## src/rtl/pseudo_spi_rx_intf_if.sv

```systemverilog
// Bus bundle between the pseudo-SPI receive block (master modport) and its
// environment: start/config inputs, serial strobes and the SRAM write port.
interface pseudo_spi_rx_intf_if #(
    parameter int unsigned MEMORY_DATA_WIDTH = 8,
    parameter int unsigned MEMORY_ADDR_WIDTH = 9,
    parameter int unsigned RESERVED_DATA_LEN = 8
);
    logic                         BGN;
    logic [MEMORY_ADDR_WIDTH-1:0] ADDR_BGN;
    logic [RESERVED_DATA_LEN-1:0] DATA_LEN;
    logic [7:0]                   FREQ_DIV;
    logic                         SPI_SI;
    logic                         SCLK1;
    logic                         SCLK2;
    logic                         LAT;
    logic [MEMORY_ADDR_WIDTH-1:0] A;
    logic [MEMORY_DATA_WIDTH-1:0] D;
    logic                         D_WE;
    logic                         is_i_addr;
    logic                         spi_is_done;
    logic                         PAR_ERR;

    modport master (
        input  BGN, ADDR_BGN, DATA_LEN, FREQ_DIV, SPI_SI,
        output SCLK1, SCLK2, LAT, A, D, D_WE, is_i_addr, spi_is_done, PAR_ERR
    );

    modport slave (
        output BGN, ADDR_BGN, DATA_LEN, FREQ_DIV, SPI_SI,
        input  SCLK1, SCLK2, LAT, A, D, D_WE, is_i_addr, spi_is_done, PAR_ERR
    );
endinterface

```

## src/rtl/pseudo_spi_rx_intf.sv

```systemverilog
// Pseudo-SPI receive master: strobes an external scan chain and writes each byte to SRAM.
// Define PSEUDO_SPI_RX_PARITY_EN to add a 9th even-parity bit per byte and the sticky PAR_ERR flag.
module pseudo_spi_rx_intf #(
    parameter int unsigned MEMORY_DATA_WIDTH = 8,
    parameter int unsigned MEMORY_ADDR_WIDTH = 9,
    parameter int unsigned RESERVED_DATA_LEN = 8
) (
    input  logic                 CLK,
    input  logic                 rst,
    pseudo_spi_rx_intf_if.master bus
);
    localparam int unsigned DW = MEMORY_DATA_WIDTH;
    localparam int unsigned AW = MEMORY_ADDR_WIDTH;
    localparam int unsigned LW = RESERVED_DATA_LEN;
`ifdef PSEUDO_SPI_RX_PARITY_EN
    localparam int unsigned PAR_BITS = 1;
`else
    localparam int unsigned PAR_BITS = 0;
`endif
    localparam int unsigned NBITS = DW + PAR_BITS;
    localparam int unsigned BCW   = $clog2(NBITS + 1);

    typedef enum logic [2:0] {IDLE, LOAD, SHFT, WRIT, LOOP, DONE} state_t;

    state_t           state_q, state_d;
    logic [AW-1:0]    addr_q, addr_d;
    logic [LW-1:0]    len_q, len_d;
    logic [LW-1:0]    byte_idx_q, byte_idx_d;
    logic [7:0]       fdiv_q, fdiv_d;
    logic [7:0]       phase_cnt_q, phase_cnt_d;
    logic [1:0]       phase_q, phase_d;
    logic [BCW-1:0]   bit_cnt_q, bit_cnt_d;
    logic [NBITS-1:0] shift_q, shift_d;

    logic             sclk1_q, sclk1_d;
    logic             sclk2_q, sclk2_d;
    logic             lat_q, lat_d;
    logic [AW-1:0]    a_q, a_d;
    logic [DW-1:0]    d_q, d_d;
    logic             d_we_q, d_we_d;
    logic             is_i_addr_q, is_i_addr_d;
    logic             done_q, done_d;
    logic             par_err_q, par_err_d;

    logic             phase_end;
    logic [DW-1:0]    rx_byte;

    assign phase_end = (phase_cnt_q == fdiv_q);
    assign rx_byte   = shift_q[NBITS-1 -: DW];

    always_comb begin
        state_d     = state_q;
        addr_d      = addr_q;
        len_d       = len_q;
        byte_idx_d  = byte_idx_q;
        fdiv_d      = fdiv_q;
        phase_cnt_d = phase_cnt_q;
        phase_d     = phase_q;
        bit_cnt_d   = bit_cnt_q;
        shift_d     = shift_q;
        par_err_d   = par_err_q;

        case (state_q)
            IDLE: begin
                if (bus.BGN) begin
                    addr_d      = bus.ADDR_BGN;
                    len_d       = bus.DATA_LEN;
                    fdiv_d      = bus.FREQ_DIV;
                    byte_idx_d  = '0;
                    phase_cnt_d = '0;
                    par_err_d   = 1'b0;
                    state_d     = (bus.DATA_LEN == '0) ? DONE : LOAD;
                end
            end
            LOAD: begin
                if (phase_end) begin
                    phase_cnt_d = '0;
                    phase_d     = 2'd0;
                    bit_cnt_d   = '0;
                    state_d     = SHFT;
                end else begin
                    phase_cnt_d = phase_cnt_q + 1'b1;
                end
            end
            SHFT: begin
                // Phases: 0 SCLK1 high, 1 gap, 2 SCLK2 high (sample at its end), 3 gap.
                if (phase_end) begin
                    phase_cnt_d = '0;
                    phase_d     = phase_q + 1'b1;
                    if (phase_q == 2'd2) begin
                        shift_d = {shift_q[NBITS-2:0], bus.SPI_SI};
                    end
                    if (phase_q == 2'd3) begin
                        bit_cnt_d = bit_cnt_q + 1'b1;
                        if (bit_cnt_q == BCW'(NBITS - 1)) begin
                            state_d = WRIT;
                        end
                    end
                end else begin
                    phase_cnt_d = phase_cnt_q + 1'b1;
                end
            end
            WRIT: begin
                state_d = LOOP;
`ifdef PSEUDO_SPI_RX_PARITY_EN
                if ((^rx_byte) != shift_q[0]) begin
                    par_err_d = 1'b1;
                end
`endif
            end
            LOOP: begin
                byte_idx_d = byte_idx_q + 1'b1;
                state_d    = (byte_idx_d == len_q) ? DONE : LOAD;
            end
            DONE: begin
                if (!bus.BGN) begin
                    state_d = IDLE;
                end
            end
            default: state_d = IDLE;
        endcase

`ifndef PSEUDO_SPI_RX_PARITY_EN
        par_err_d = 1'b0;
`endif

        // Outputs are decoded from the next state so they stay registered yet line up with it.
        lat_d       = (state_d == LOAD);
        sclk1_d     = (state_d == SHFT) && (phase_d == 2'd0);
        sclk2_d     = (state_d == SHFT) && (phase_d == 2'd2);
        d_we_d      = (state_d == WRIT);
        is_i_addr_d = (state_d == LOAD) || (state_d == SHFT) ||
                      (state_d == WRIT) || (state_d == LOOP);
        done_d      = (state_d == DONE);
        a_d         = a_q;
        d_d         = d_q;
        if (state_d == WRIT) begin
            a_d = addr_q + AW'(byte_idx_q);
            d_d = rx_byte;
        end
        if (state_d == IDLE) begin
            a_d = '0;
            d_d = '0;
        end
    end

    always_ff @(posedge CLK or posedge rst) begin
        if (rst) begin
            state_q     <= IDLE;
            addr_q      <= '0;
            len_q       <= '0;
            byte_idx_q  <= '0;
            fdiv_q      <= '0;
            phase_cnt_q <= '0;
            phase_q     <= '0;
            bit_cnt_q   <= '0;
            shift_q     <= '0;
            sclk1_q     <= 1'b0;
            sclk2_q     <= 1'b0;
            lat_q       <= 1'b0;
            a_q         <= '0;
            d_q         <= '0;
            d_we_q      <= 1'b0;
            is_i_addr_q <= 1'b0;
            done_q      <= 1'b0;
            par_err_q   <= 1'b0;
        end else begin
            state_q     <= state_d;
            addr_q      <= addr_d;
            len_q       <= len_d;
            byte_idx_q  <= byte_idx_d;
            fdiv_q      <= fdiv_d;
            phase_cnt_q <= phase_cnt_d;
            phase_q     <= phase_d;
            bit_cnt_q   <= bit_cnt_d;
            shift_q     <= shift_d;
            sclk1_q     <= sclk1_d;
            sclk2_q     <= sclk2_d;
            lat_q       <= lat_d;
            a_q         <= a_d;
            d_q         <= d_d;
            d_we_q      <= d_we_d;
            is_i_addr_q <= is_i_addr_d;
            done_q      <= done_d;
            par_err_q   <= par_err_d;
        end
    end

    assign bus.SCLK1       = sclk1_q;
    assign bus.SCLK2       = sclk2_q;
    assign bus.LAT         = lat_q;
    assign bus.A           = a_q;
    assign bus.D           = d_q;
    assign bus.D_WE        = d_we_q;
    assign bus.is_i_addr   = is_i_addr_q;
    assign bus.spi_is_done = done_q;
    assign bus.PAR_ERR     = par_err_q;
endmodule

```

## src/flat_wrapper.sv

```systemverilog
// flat-port wrapper written by rule: the top's interface ports become plain ports
module pseudo_spi_rx_intf_flat 
#(
    parameter int unsigned MEMORY_DATA_WIDTH = 8,
    parameter int unsigned MEMORY_ADDR_WIDTH = 9,
    parameter int unsigned RESERVED_DATA_LEN = 8
)
  (CLK, rst, bus_BGN, bus_ADDR_BGN, bus_DATA_LEN, bus_FREQ_DIV, bus_SPI_SI, bus_SCLK1, bus_SCLK2, bus_LAT, bus_A, bus_D, bus_D_WE, bus_is_i_addr, bus_spi_is_done, bus_PAR_ERR);
  pseudo_spi_rx_intf_if #(.MEMORY_DATA_WIDTH(MEMORY_DATA_WIDTH), .MEMORY_ADDR_WIDTH(MEMORY_ADDR_WIDTH), .RESERVED_DATA_LEN(RESERVED_DATA_LEN)) bus_i ();
  input  logic CLK;
  input  logic rst;
  input wire logic [$bits(bus_i.BGN)-1:0] bus_BGN;
  input wire logic [$bits(bus_i.ADDR_BGN)-1:0] bus_ADDR_BGN;
  input wire logic [$bits(bus_i.DATA_LEN)-1:0] bus_DATA_LEN;
  input wire logic [$bits(bus_i.FREQ_DIV)-1:0] bus_FREQ_DIV;
  input wire logic [$bits(bus_i.SPI_SI)-1:0] bus_SPI_SI;
  output wire logic [$bits(bus_i.SCLK1)-1:0] bus_SCLK1;
  output wire logic [$bits(bus_i.SCLK2)-1:0] bus_SCLK2;
  output wire logic [$bits(bus_i.LAT)-1:0] bus_LAT;
  output wire logic [$bits(bus_i.A)-1:0] bus_A;
  output wire logic [$bits(bus_i.D)-1:0] bus_D;
  output wire logic [$bits(bus_i.D_WE)-1:0] bus_D_WE;
  output wire logic [$bits(bus_i.is_i_addr)-1:0] bus_is_i_addr;
  output wire logic [$bits(bus_i.spi_is_done)-1:0] bus_spi_is_done;
  output wire logic [$bits(bus_i.PAR_ERR)-1:0] bus_PAR_ERR;
  assign bus_i.BGN = bus_BGN;
  assign bus_i.ADDR_BGN = bus_ADDR_BGN;
  assign bus_i.DATA_LEN = bus_DATA_LEN;
  assign bus_i.FREQ_DIV = bus_FREQ_DIV;
  assign bus_i.SPI_SI = bus_SPI_SI;
  assign bus_SCLK1 = bus_i.SCLK1;
  assign bus_SCLK2 = bus_i.SCLK2;
  assign bus_LAT = bus_i.LAT;
  assign bus_A = bus_i.A;
  assign bus_D = bus_i.D;
  assign bus_D_WE = bus_i.D_WE;
  assign bus_is_i_addr = bus_i.is_i_addr;
  assign bus_spi_is_done = bus_i.spi_is_done;
  assign bus_PAR_ERR = bus_i.PAR_ERR;
  pseudo_spi_rx_intf #(.MEMORY_DATA_WIDTH(MEMORY_DATA_WIDTH), .MEMORY_ADDR_WIDTH(MEMORY_ADDR_WIDTH), .RESERVED_DATA_LEN(RESERVED_DATA_LEN)) u_core (.CLK(CLK), .rst(rst), .bus(bus_i));
endmodule
```

## config.mk

```make
export PLATFORM = sky130hd
export DESIGN_NAME = pseudo_spi_rx_intf_flat
export DESIGN_NICKNAME = d
export VERILOG_FILES = /design/src/rtl/pseudo_spi_rx_intf_if.sv /design/src/rtl/pseudo_spi_rx_intf.sv /design/src/flat_wrapper.sv
export SDC_FILE = /design/constraint.sdc
export NUM_CORES = 1
export LEC_CHECK = 0
export ABC_AREA = 1
export CAP_MARGIN = 20
export CELL_PAD_IN_SITES_DETAIL_PLACEMENT = 1
export CELL_PAD_IN_SITES_GLOBAL_PLACEMENT = 2
export CORE_MARGIN = 8
export CORE_UTILIZATION = 38
export CTS_BUF_LIST = sky130_fd_sc_hd__clkbuf_4
export CTS_CLUSTER_DIAMETER = 150
export CTS_CLUSTER_SIZE = 24
export DETAILED_ROUTE_END_ITERATION = 10
export MAX_ROUTING_LAYER = met4
export PLACE_DENSITY_LB_ADDON = 0.1
export SETUP_SLACK_MARGIN = 0.4
export SLEW_MARGIN = 10
export SYNTH_ARGS = -nofsm -noshare
export SYNTH_HDL_FRONTEND = slang
export SYNTH_SLANG_ARGS = --single-unit
export TNS_END_PERCENT = 1
```

## constraint.sdc

```tcl
create_clock -name CLK -period 5.09 [get_ports CLK]
set_input_delay 1.018 -clock CLK [delete_from_list [all_inputs] [get_ports CLK]]
set_output_delay 1.018 -clock CLK [all_outputs]
set_load 0.005 [all_outputs]
```

Word-level counts from Yosys, hierarchy flattened
Cells that the tools add are included.
{"block": "totals", "ff_bits": 81, "out_inout_bits": 24, "wordCells": 85}
{"block": "op_classes", "n_addsub": 5, "n_eq_ne": 20, "n_mux": 24, "reduce_logical": 19}
{"cell": "two-way mux 8 bit", "count": 4}
{"cell": "case mux 8 bit (2 select lines)", "count": 2}
{"cell": "two-way mux 3 bit", "count": 8}
{"cell": "two-way mux 9 bit", "count": 2}
{"cell": "case mux 3 bit (6 select lines)", "count": 1}
{"cell": "adder 8 x 1 -> 8 bit, second input constant", "count": 2}
{"cell": "equality test 8 bit", "count": 2}
{"cell": "equality test 3 x 2 -> 1 bit, second input constant", "count": 4}
{"cell": "equality test 3 bit, second input constant", "count": 4}
{"cell": "two-way mux 4 bit", "count": 3}
{"cell": "adder 9 x 8 -> 9 bit", "count": 1}
{"cell": "zero test 8 bit", "count": 1}
{"cell": "case mux 4 bit (2 select lines)", "count": 1}
{"cell": "nonzero test 2 bit", "count": 4}
{"cell": "equality test 2 bit, second input constant", "count": 3}
{"cell": "equality test 3 x 1 -> 1 bit, second input constant", "count": 2}
{"cell": "zero test 3 bit", "count": 2}
{"cell": "!= test 2 x 1 -> 1 bit, second input constant", "count": 3}
{"cell": "AND reduction 2 bit", "count": 3}
{"cell": "adder 4 x 1 -> 4 bit, second input constant", "count": 1}
{"cell": "equality test 4 x 3 -> 1 bit, second input constant", "count": 1}
{"cell": "two-way mux 2 bit", "count": 2}
{"cell": "case mux 2 bit (2 select lines)", "count": 1}
{"cell": "AND reduction 4 bit", "count": 1}
{"cell": "other kinds (7)", "count": 10}

Logic depth before layout (Yosys ltp)
{"block": "depth", "ltp_word": 9, "depth_mapped": 14, "depth_no_buf": 14}

Least setup slack after synthesis
No wires, ideal clock.
{"block": "synth_timing", "path_type": "input to register", "from": "input port bus_BGN", "to": "register u_core.a_q[8] (netlist: u_core.bus.A[8])", "setup_time_ns": 0.120, "arrival_ns": 1.993, "setup_slack_ns": 2.977, "stages": 11, "n_path_buf": 1, "cell_sequence": "nand4_4 -> inv_4 -> nor2_4 -> nand2_1 -> clkinv_2 -> nand3_4 -> nor2_4 -> nand3_4 -> buf_12 -> nand3_2 -> nand2_1"}
{"block": "synth_via", "elab_chain_len": 4}
{"element": "from (decl)", "line": "flat_wrapper.sv:12", "text": "input wire logic [$bits(bus_i.BGN)-1:0] bus_BGN;"}
{"element": "two-way mux 3 bit (on tied branches)", "line": "pseudo_spi_rx_intf.sv:116, pseudo_spi_rx_intf.sv:65"}
{"element": "case mux 3 bit (6 select lines) *", "line": "pseudo_spi_rx_intf.sv:63", "text": "case (state_q)"}
{"element": "net u_core.state_d[0]", "line": "pseudo_spi_rx_intf.sv:25", "text": "state_t state_q, state_d;"}
{"element": "equality test 3 x 2 -> 1 bit / zero test 3 bit (equally long branches)", "line": "pseudo_spi_rx_intf.sv:137, pseudo_spi_rx_intf.sv:141"}
{"element": "nonzero test 2 bit (no line) / two-way mux 9 bit (equally long branches)"}
{"element": "to (signal assigned)", "line": "pseudo_spi_rx_intf.sv:161", "text": "a_q <= '0;"}
{"element": "to (signal assigned)", "line": "pseudo_spi_rx_intf.sv:180", "text": "a_q <= a_d;"}
{"element": "to (decl)", "line": "pseudo_spi_rx_intf.sv:38", "text": "logic [AW-1:0] a_q, a_d;"}
The timed path passes the listed nets; every way through them passes the cells marked *.
A chain may end at the register's enable or synchronous reset.

Worst setup path in the final report
{"block": "layout_timing", "from": "input port bus_BGN", "to": "register u_core.a_q[7] (netlist: u_core.bus.A[7])"}
The elaborated chain is that of the path after synthesis.

==> out/results.ini <==
[min_path]
hp-class=flip-flop to flip-flop

[synth]
postSynthAreaPerCell_um2=8.633
yosys_register_bits=81
synth_ff_type=dfrtp_1
netlist_instances=489
yosysWarnings=0
syn_area_um2=4222
muxShareOfSynthArea_pct=1.867
syn_nets=533
yosys.area.top_type=dfrtp_1
synth.area.top_cells=dfrtp_1 (48%), nand2_1 (14%), ha_1 (4.1%)
synth-xor-area-share_pct=1.778
synth.distinct_cells=47
synthSimpleGateAreaFrac_pct=27.92
synth-edff-count=0
yosysTopAreaCellShare_pct=48.01
synth_compound_area_share_pct=9.129
yosys.area_share.adder_pct=4.624
ys_async_sr_fraction_pct=100.0
synth_top_family_by_area=simple AND/OR/NAND/NOR gates
ys_seq_area_share_pct=48.01

[floorplanning]
ioPinCount=53
die_area_um2=14740
initial_core_util_pct=38.94
fp.dieW_um=121.4
num_rows=38
core_region_area_um2=10840
fp.dieH_um=121.4

[sta]
maxSlewViolCount=0
max_freq_ghz=0.3583
fin_worst_skew_ns=0.007574
rsz0062_at_grt=false
hold_viol=0
timing.final.crit_share_pct=54.83
relSlewSlack_pct=40.36
worstMarginPinSlew_ns=0.8935
final.min_clock_period_ns=2.791
setup_viol=0
tns_ns=0

[cts]
cts_made_buffers=9
tritoncts=done
clock_latency_ns=0.44
clkTransAtPathRegs_ns=0.13
clock_path_buffers=2
cts_sinks=81
htree_levels=3
cts_resized=0
clk_root_buffer_cell=clkbuf_4
hold_buffers=0
cts_setup_buffers=0

[cells_and_area]
final_common_cell=nand2_1
utilization_pct=46.50
multi_input_area_um2=1917
layout_common_cells=nand2_1 (157), dfrtp_1 (81), clkdlybuf4s50_1 (51)
area_growth_pct=19.41
num_antenna_cells=0
seqCellArea_um2=2027
drive_gt1_share_pct=12.41
layout.nets=587
finalNonFillerCells=688
fill_cells=1323

[route]
route.detailed.drc=0
num_vias=3437
ant_nets=0
viasPerCell=4.996
wirelength_um=10680
wl_per_cell_um=15.52
drt_pre_antenna_iters=4
drt-initial-drc-count=123

[global_route]
grt_first_pass_wirelength_um=18620
gr-total-overflow=0
antenna_found_initial=0
grt_max_degree=52
track_usage_pct=16.24
grt_pass1_vias=3793

[worst_setup_path]
crit_fanout=35
cp-start-kind=input pin
criticalPathCategory=input pin to flip-flop
arrival_ns=3.18
crit_path_end_kind=flip-flop
critical_path_required_ns=5.48

[run]
maxCapViolCount=0

[place]
portBuffers=51
place_inst=672
gp_congestion=0.7618
place.detailed.hpwl_um=8029

[power]
power.ir.vdd_worst_mv=0.1963
p_leak_nw=2.470
powerDensity_nw_per_um2=401.0

[status]
status=complete, no violations

-- logic make-up after synthesis --
logic type,after synthesis
AO/OA/AOI/OAI,66
XOR/XNOR,7
adder cells (fa/ha/maj),15
buffers and inverters,67
flip-flops,81
multiplexers,7
other,1
AND/OR/NAND/NOR,245
-- routing by layer --
metal	global-route usage, %	vias up	part of all wire [%]
met4	5.089	0	1.2
met5	-	-	0
met1	20.01	1704	46
met2	26.49	30	50
li1	-	1688	-
met3	2.932	15	2.5
-- final timing paths --
kind	start	to	slack, ns	cells past startpoint
worst max-delay path	bus_BGN	u_core.bus.A[7]$_DFFE_PP0P_	2.30	11
worst min-delay path	u_core.rx_byte[7]$_DFFE_PP0P_	u_core.bus.D[7]$_DFFE_PP0P_	0.50	2
worst max register to register	u_core.bit_cnt_q[0]$_DFFE_PP0P_	u_core.bus.A[5]$_DFFE_PP0P_	2.57	8
worst min register to register	u_core.rx_byte[7]$_DFFE_PP0P_	u_core.bus.D[7]$_DFFE_PP0P_	0.50	2
max in group asynchronous	rst	u_core.byte_idx_q[0]$_DFFE_PP0P_	3.10	3
min in group asynchronous	rst	u_core.rx_byte[6]$_DFFE_PP0P_	1.05	2
-- sequential cells by signal (all words and copies together), names as in the netlist --
signal / cells
u_core.addr_q: 9
u_core.bit_cnt_q: 4
u_core.bus.A: 9
u_core.bus.D: 8
u_core.bus.D_WE: 1
u_core.bus.LAT: 1
u_core.bus.SCLK1: 1
u_core.bus.SCLK2: 1
u_core.bus.is_i_addr: 1
u_core.bus.spi_is_done: 1
u_core.byte_idx_q: 8
u_core.fdiv_q: 8
u_core.len_q: 8
u_core.phase_cnt_q: 8
u_core.phase_q: 2
u_core.rx_byte: 8
u_core.state_q: 3
-- worst max-delay path, cell delays in order --
cell and delay [ns]:
clkdlybuf4s50_1 0.56, nand4_4 0.34, inv_4 0.43, nor2_4 0.06
nand2_1 0.08, clkinv_2 0.07, nand3_4 0.11, nor2_4 0.05
nand3_4 0.24, nand3_1 0.13, nand2_1 0.08
-- where the power goes --
group	total, mW	leakage, nW	internal [mW]	switching (mW)
logic	0.663	1.31	0.242	0.421
registers	0.876	1.07	0.775	0.101
clock network	0.483	0.0940	0.252	0.231
total	2.02	2.47	1.27	0.753
-- layout make-up --
| type | instances | area share [%] |
|---|---|---|
| repair buffers | 52 | 10.28 |
| flip-flops and latches | 81 | 40.21 |
| multi-input cells | 341 | 38.02 |
| clock inverters | 6 | 2.110 |
| clock buffers | 10 | 1.489 |
| well taps | 140 | 3.475 |
| inverters | 58 | 4.418 |
-- cells in the mapped netlist (2+ instances only) --
cell,instances
dfrtp_1,81
nor2_1,19
o21ai_0,24
buf_2,2
xor2_1,2
a21oi_1,19
nor2_2,3
nor3_1,3
o31ai_1,3
inv_2,10
nand2_1,157
mux2_2,7
nand3_4,3
nand2_2,4
o22ai_1,7
nand4_1,2
nor4_1,2
nor2_4,5
o21ai_1,4
clkbuf_1,5
ha_1,14
nand3_1,29
xnor2_1,4
nand3b_1,2
nand3_2,11
inv_1,46
-- through the flow --
step           area, µm²  setup slack [ns]  hold WS [ns]  power (mW)
2_1_floorplan       4222             1.992        0.4435       1.388
3_3_place_gp        4860             1.931        0.4583       1.541
3_5_place_dp        4860             1.839        0.4681       1.561
4_1_cts             5041             2.322        0.4985       2.052
5_1_grt             5041             2.136        0.5152       2.189
6_report            5041             2.299        0.4984       2.022
No activity file was read; power rests on OpenSTA's default activity.
